[src/rtl/controle_unit.sv]
// Registered RV32I main control decoder: opcode -> datapath steering signals,
// one cycle of latency, synchronous active-high reset clears every output.
module controle_unit (
    input  logic       clk,
    input  logic       rst,
    input  logic [6:0] opcode,
    output logic       ALUSrc,
    output logic       PCSrc,
    output logic       MemRead,
    output logic       MemWrite,
    output logic       RegWrite,
    output logic       MemtoReg,
    output logic       Branch,
    output logic       Jump,
    output logic [1:0] ALUOp,
    output logic       IllegalOp
);
    localparam logic [6:0] OP_R     = 7'b0110011;
    localparam logic [6:0] OP_I     = 7'b0010011;
    localparam logic [6:0] OP_LOAD  = 7'b0000011;
    localparam logic [6:0] OP_STORE = 7'b0100011;
    localparam logic [6:0] OP_BR    = 7'b1100011;
    localparam logic [6:0] OP_JAL   = 7'b1101111;
    localparam logic [6:0] OP_JALR  = 7'b1100111;

    logic       alu_src_d, pc_src_d, mem_read_d, mem_write_d;
    logic       reg_write_d, mem_to_reg_d, branch_d, jump_d, illegal_d;
    logic [1:0] alu_op_d;

    always_comb begin
        alu_src_d    = 1'b0;
        pc_src_d     = 1'b0;
        mem_read_d   = 1'b0;
        mem_write_d  = 1'b0;
        reg_write_d  = 1'b0;
        mem_to_reg_d = 1'b0;
        branch_d     = 1'b0;
        jump_d       = 1'b0;
        alu_op_d     = 2'b00;
        illegal_d    = 1'b0;
        case (opcode)
            OP_R: begin
                reg_write_d = 1'b1;
                alu_op_d    = 2'b10;
            end
            OP_I: begin
                alu_src_d   = 1'b1;
                reg_write_d = 1'b1;
                alu_op_d    = 2'b11;
            end
            OP_LOAD: begin
                alu_src_d    = 1'b1;
                mem_read_d   = 1'b1;
                reg_write_d  = 1'b1;
                mem_to_reg_d = 1'b1;
            end
            OP_STORE: begin
                alu_src_d   = 1'b1;
                mem_write_d = 1'b1;
            end
            OP_BR: begin
                branch_d = 1'b1;
                alu_op_d = 2'b01;
            end
            OP_JAL: begin
                reg_write_d = 1'b1;
                pc_src_d    = 1'b1;
                jump_d      = 1'b1;
            end
            OP_JALR: begin
                alu_src_d   = 1'b1;
                reg_write_d = 1'b1;
                pc_src_d    = 1'b1;
                jump_d      = 1'b1;
            end
            // Unsupported opcodes leave every control low so nothing is written.
            default: illegal_d = 1'b1;
        endcase
    end

    always_ff @(posedge clk) begin
        if (rst) begin
            ALUSrc    <= 1'b0;
            PCSrc     <= 1'b0;
            MemRead   <= 1'b0;
            MemWrite  <= 1'b0;
            RegWrite  <= 1'b0;
            MemtoReg  <= 1'b0;
            Branch    <= 1'b0;
            Jump      <= 1'b0;
            ALUOp     <= 2'b00;
            IllegalOp <= 1'b0;
        end else begin
            ALUSrc    <= alu_src_d;
            PCSrc     <= pc_src_d;
            MemRead   <= mem_read_d;
            MemWrite  <= mem_write_d;
            RegWrite  <= reg_write_d;
            MemtoReg  <= mem_to_reg_d;
            Branch    <= branch_d;
            Jump      <= jump_d;
            ALUOp     <= alu_op_d;
            IllegalOp <= illegal_d;
        end
    end
endmodule

[config.mk]
export PLATFORM = sky130hd
export DESIGN_NAME = controle_unit
export DESIGN_NICKNAME = d
export VERILOG_FILES = /design/src/rtl/controle_unit.sv
export SDC_FILE = /design/constraint.sdc
export NUM_CORES = 1
export LEC_CHECK = 0
export CAP_MARGIN = 20
export CORE_AREA = 4 4 41 43
export CTS_BUF_LIST = sky130_fd_sc_hd__clkbuf_16
export DETAILED_ROUTE_END_ITERATION = 12
export DIE_AREA = 0 0 45 47
export MAX_ROUTING_LAYER = met4
export SLEW_MARGIN = 20
export SYNTH_ARGS = -nofsm -noshare
export SYNTH_HDL_FRONTEND = slang
export SYNTH_SLANG_ARGS = --single-unit
[constraint.sdc]
create_clock -name clk -period 1.57 [get_ports clk]
set_input_delay 0.314 -clock clk [delete_from_list [all_inputs] [get_ports clk]]
set_output_delay 0.314 -clock clk [all_outputs]
set_load 0.01 [all_outputs]
==> flow_summary.ini <==
[status]
status = finished clean

[sta]
relSlewSlack_pct = 84.63
final.period_utilization_pct = 89.89
setup_violations = 0
hold_viol_final = 0
tightestPinTransition_ns = 0.2287
fin_crit_ns = 1.411
maxSlewViolCount = 0
fmax_ghz = 0.7086
rsz0062_at_grt = false

[detailed_routing]
dr.pass1.iters = 4
met1_length_um = 327
remaining_drc_errors = 0
dr_wl_met2_um = 344
met3WireLength_um = 77
highest_layer = met3
via_count = 325
routed_wl_um = 748
dr.first_iter.drc_count = 7
via_per_inst = 4.333
ant_nets = 0
routedWlPerCell_um = 9.973

[floorplanning]
boundaryPins = 20
fp.dieH_um = 47
dieArea_mm2 = 0.002115
core_mm2 = 0.001301
initial_utilization_pct = 26.25
die_x_um = 45
rows = 13

[clocking]
post-cts-setup-buffers = 0
cts_buffer_depth = 2
path_clk_slew_ns = 0.04
tritoncts = yes
cts_hold_buf = 0
cts.sinks = 9
cts-root-buf = clkbuf_16
cts_resized = 0
htreeDepth = 1
numCtsBuffers = 3

[cells_and_area]
fillers = 125
antenna_cells = 0
syn_to_final_growth_pct = 93.41
fin_nets = 70
utilization_pct = 50.77
layout.cells.non_filler = 75
drive_gt1_share_pct = 23.33

[critical_path]
crit_fanout = 2
slowest_delay_ns = 0.55
cp_data_arrival_time_ns = 1.10
required_ns = 1.26
end_kind = output port
path_cells = clkdlybuf4s50_1
crit_type = reg2out
cp-start-kind = flip-flop
path_delay_family = buffers and inverters
cp_slowest_cell = clkdlybuf4s50_1
path_buf_inv = 1

[grt]
antenna_found_initial = 0
grt_max_degree = 7
overflow = 0
grt_pass1_wl_mm = 1.145
grt_pass1_vias = 295
track_usage_pct = 7.850

[place]
dp_cells = 71
post-dp-hpwl_um = 624.6
gp_congestion = 0.7605
port-buffer-count = 19

[yosys]
syn_nets = 42
synth_warnings = 0
ys_seq_elements = 9
ys_seq_area_share_pct = 52.75
syn_avg_cell_area_um2 = 10.35
synth_cell_types = 18
syn_area_um2 = 341.6
synthCells = 33

[power]
leakagePower_uw = 0.0002676
max-vdd-ir-drop_uv = 525.3
powerDensity_mw_per_mm2 = 1119

[hold_path]
hp-class = in2reg

[run]
drv_cap = 0
worst paths after layout:
path / from / end / slack (ns) / depth (start not counted)
max: MemtoReg / MemtoReg / 0.16 / 1
min: rst / IllegalOp / 0.67 / 2
routing by layer:
layer	global-route usage, %	up-vias
li1	-	169
met1	8.696	139
met2	12.15	17
met3	3.448	0
met4	3.509	0
met5	-	-
cells in the mapped netlist:
cell type	n	area share (%)
a211oi_1	1	2.2
a21oi_1	1	1.5
a31oi_1	1	1.8
a41oi_1	1	2.6
buf_4	2	4.4
dfxtp_1	9	53
inv_1	1	1.1
nand2_1	3	3.3
nand2b_1	1	1.8
nand3b_4	1	5.9
nor2_1	3	3.3
nor2b_1	1	1.8
nor3_1	2	2.9
nor3_2	1	2.9
o21ai_0	1	1.5
o21bai_2	1	3.3
or3_1	2	3.7
or4_4	1	3.3
layout make-up:
type	instances	area [µm²]	area share, %
Clock buffer	3	75.07	11.36
Clock inverter	1	5.005	0.7576
Inverter	1	3.754	0.5682
Multi-Input combinational cell	21	142.6	21.59
Sequential cell	9	180.2	27.27
Tap cell	15	18.77	2.841
Timing Repair Buffer	25	235.2	35.61
power by group:
| group | internal, µW | switching [µW] |
|---|---|---|
| Combinational | 40.3 | 25.8 |
| Clock | 335 | 105 |
| Sequential | 233 | 0.728 |
| Total | 608 | 131 |
layout by cell type (no fill, tap or decap):
cell and instances:
dfxtp_1 9, inv_1 1, nand2b_1 1, nor2b_1 1
clkinv_2 1, o21ai_0 1, a21oi_1 1, nand2_1 3
or3_1 2, nor3_1 2, a41oi_1 1, a211oi_1 1
o21bai_2 1, nor3_2 1, clkbuf_16 3, or4_4 1
clkdlybuf4s50_1 19, nor2_1 3, a31oi_1 1, buf_4 6
nand3b_4 1
cells by family after synthesis:
family	count (synthesis)	synth area share [%]
AOI/OAI and AO/OA	6	12.82
buffers and inverters	3	5.492
and+or+nand+nor	15	28.94
DFF	9	52.75
through the flow:
stage / hold slack [ns] / TNS [ns] / total power, µW / area, µm² / worst slack [ns]
after floorplan: 0.3830 / 0 / 254.4 / 341.6 / 0.4741
final: 0.6668 / 0 / 739.3 / 660.6 / 0.1588
after global routing: 0.6855 / 0 / 769.0 / 660.6 / 0.1336
after CTS: 0.6721 / 0 / 746.7 / 660.6 / 0.1504
after global placement: 0.8944 / -0.04563 / 302.4 / 580.6 / -0.01846
after detailed placement: 0.9118 / -0.09740 / 303.0 / 580.6 / -0.03583
sequential cells by signal (all words and copies together) (netlist names):
name	cells
ALUOp	2
ALUSrc	1
Branch	1
IllegalOp	1
Jump	1
MemWrite	1
MemtoReg	1
RegWrite	1
Note: power is estimated with default switching activity, not from simulation.
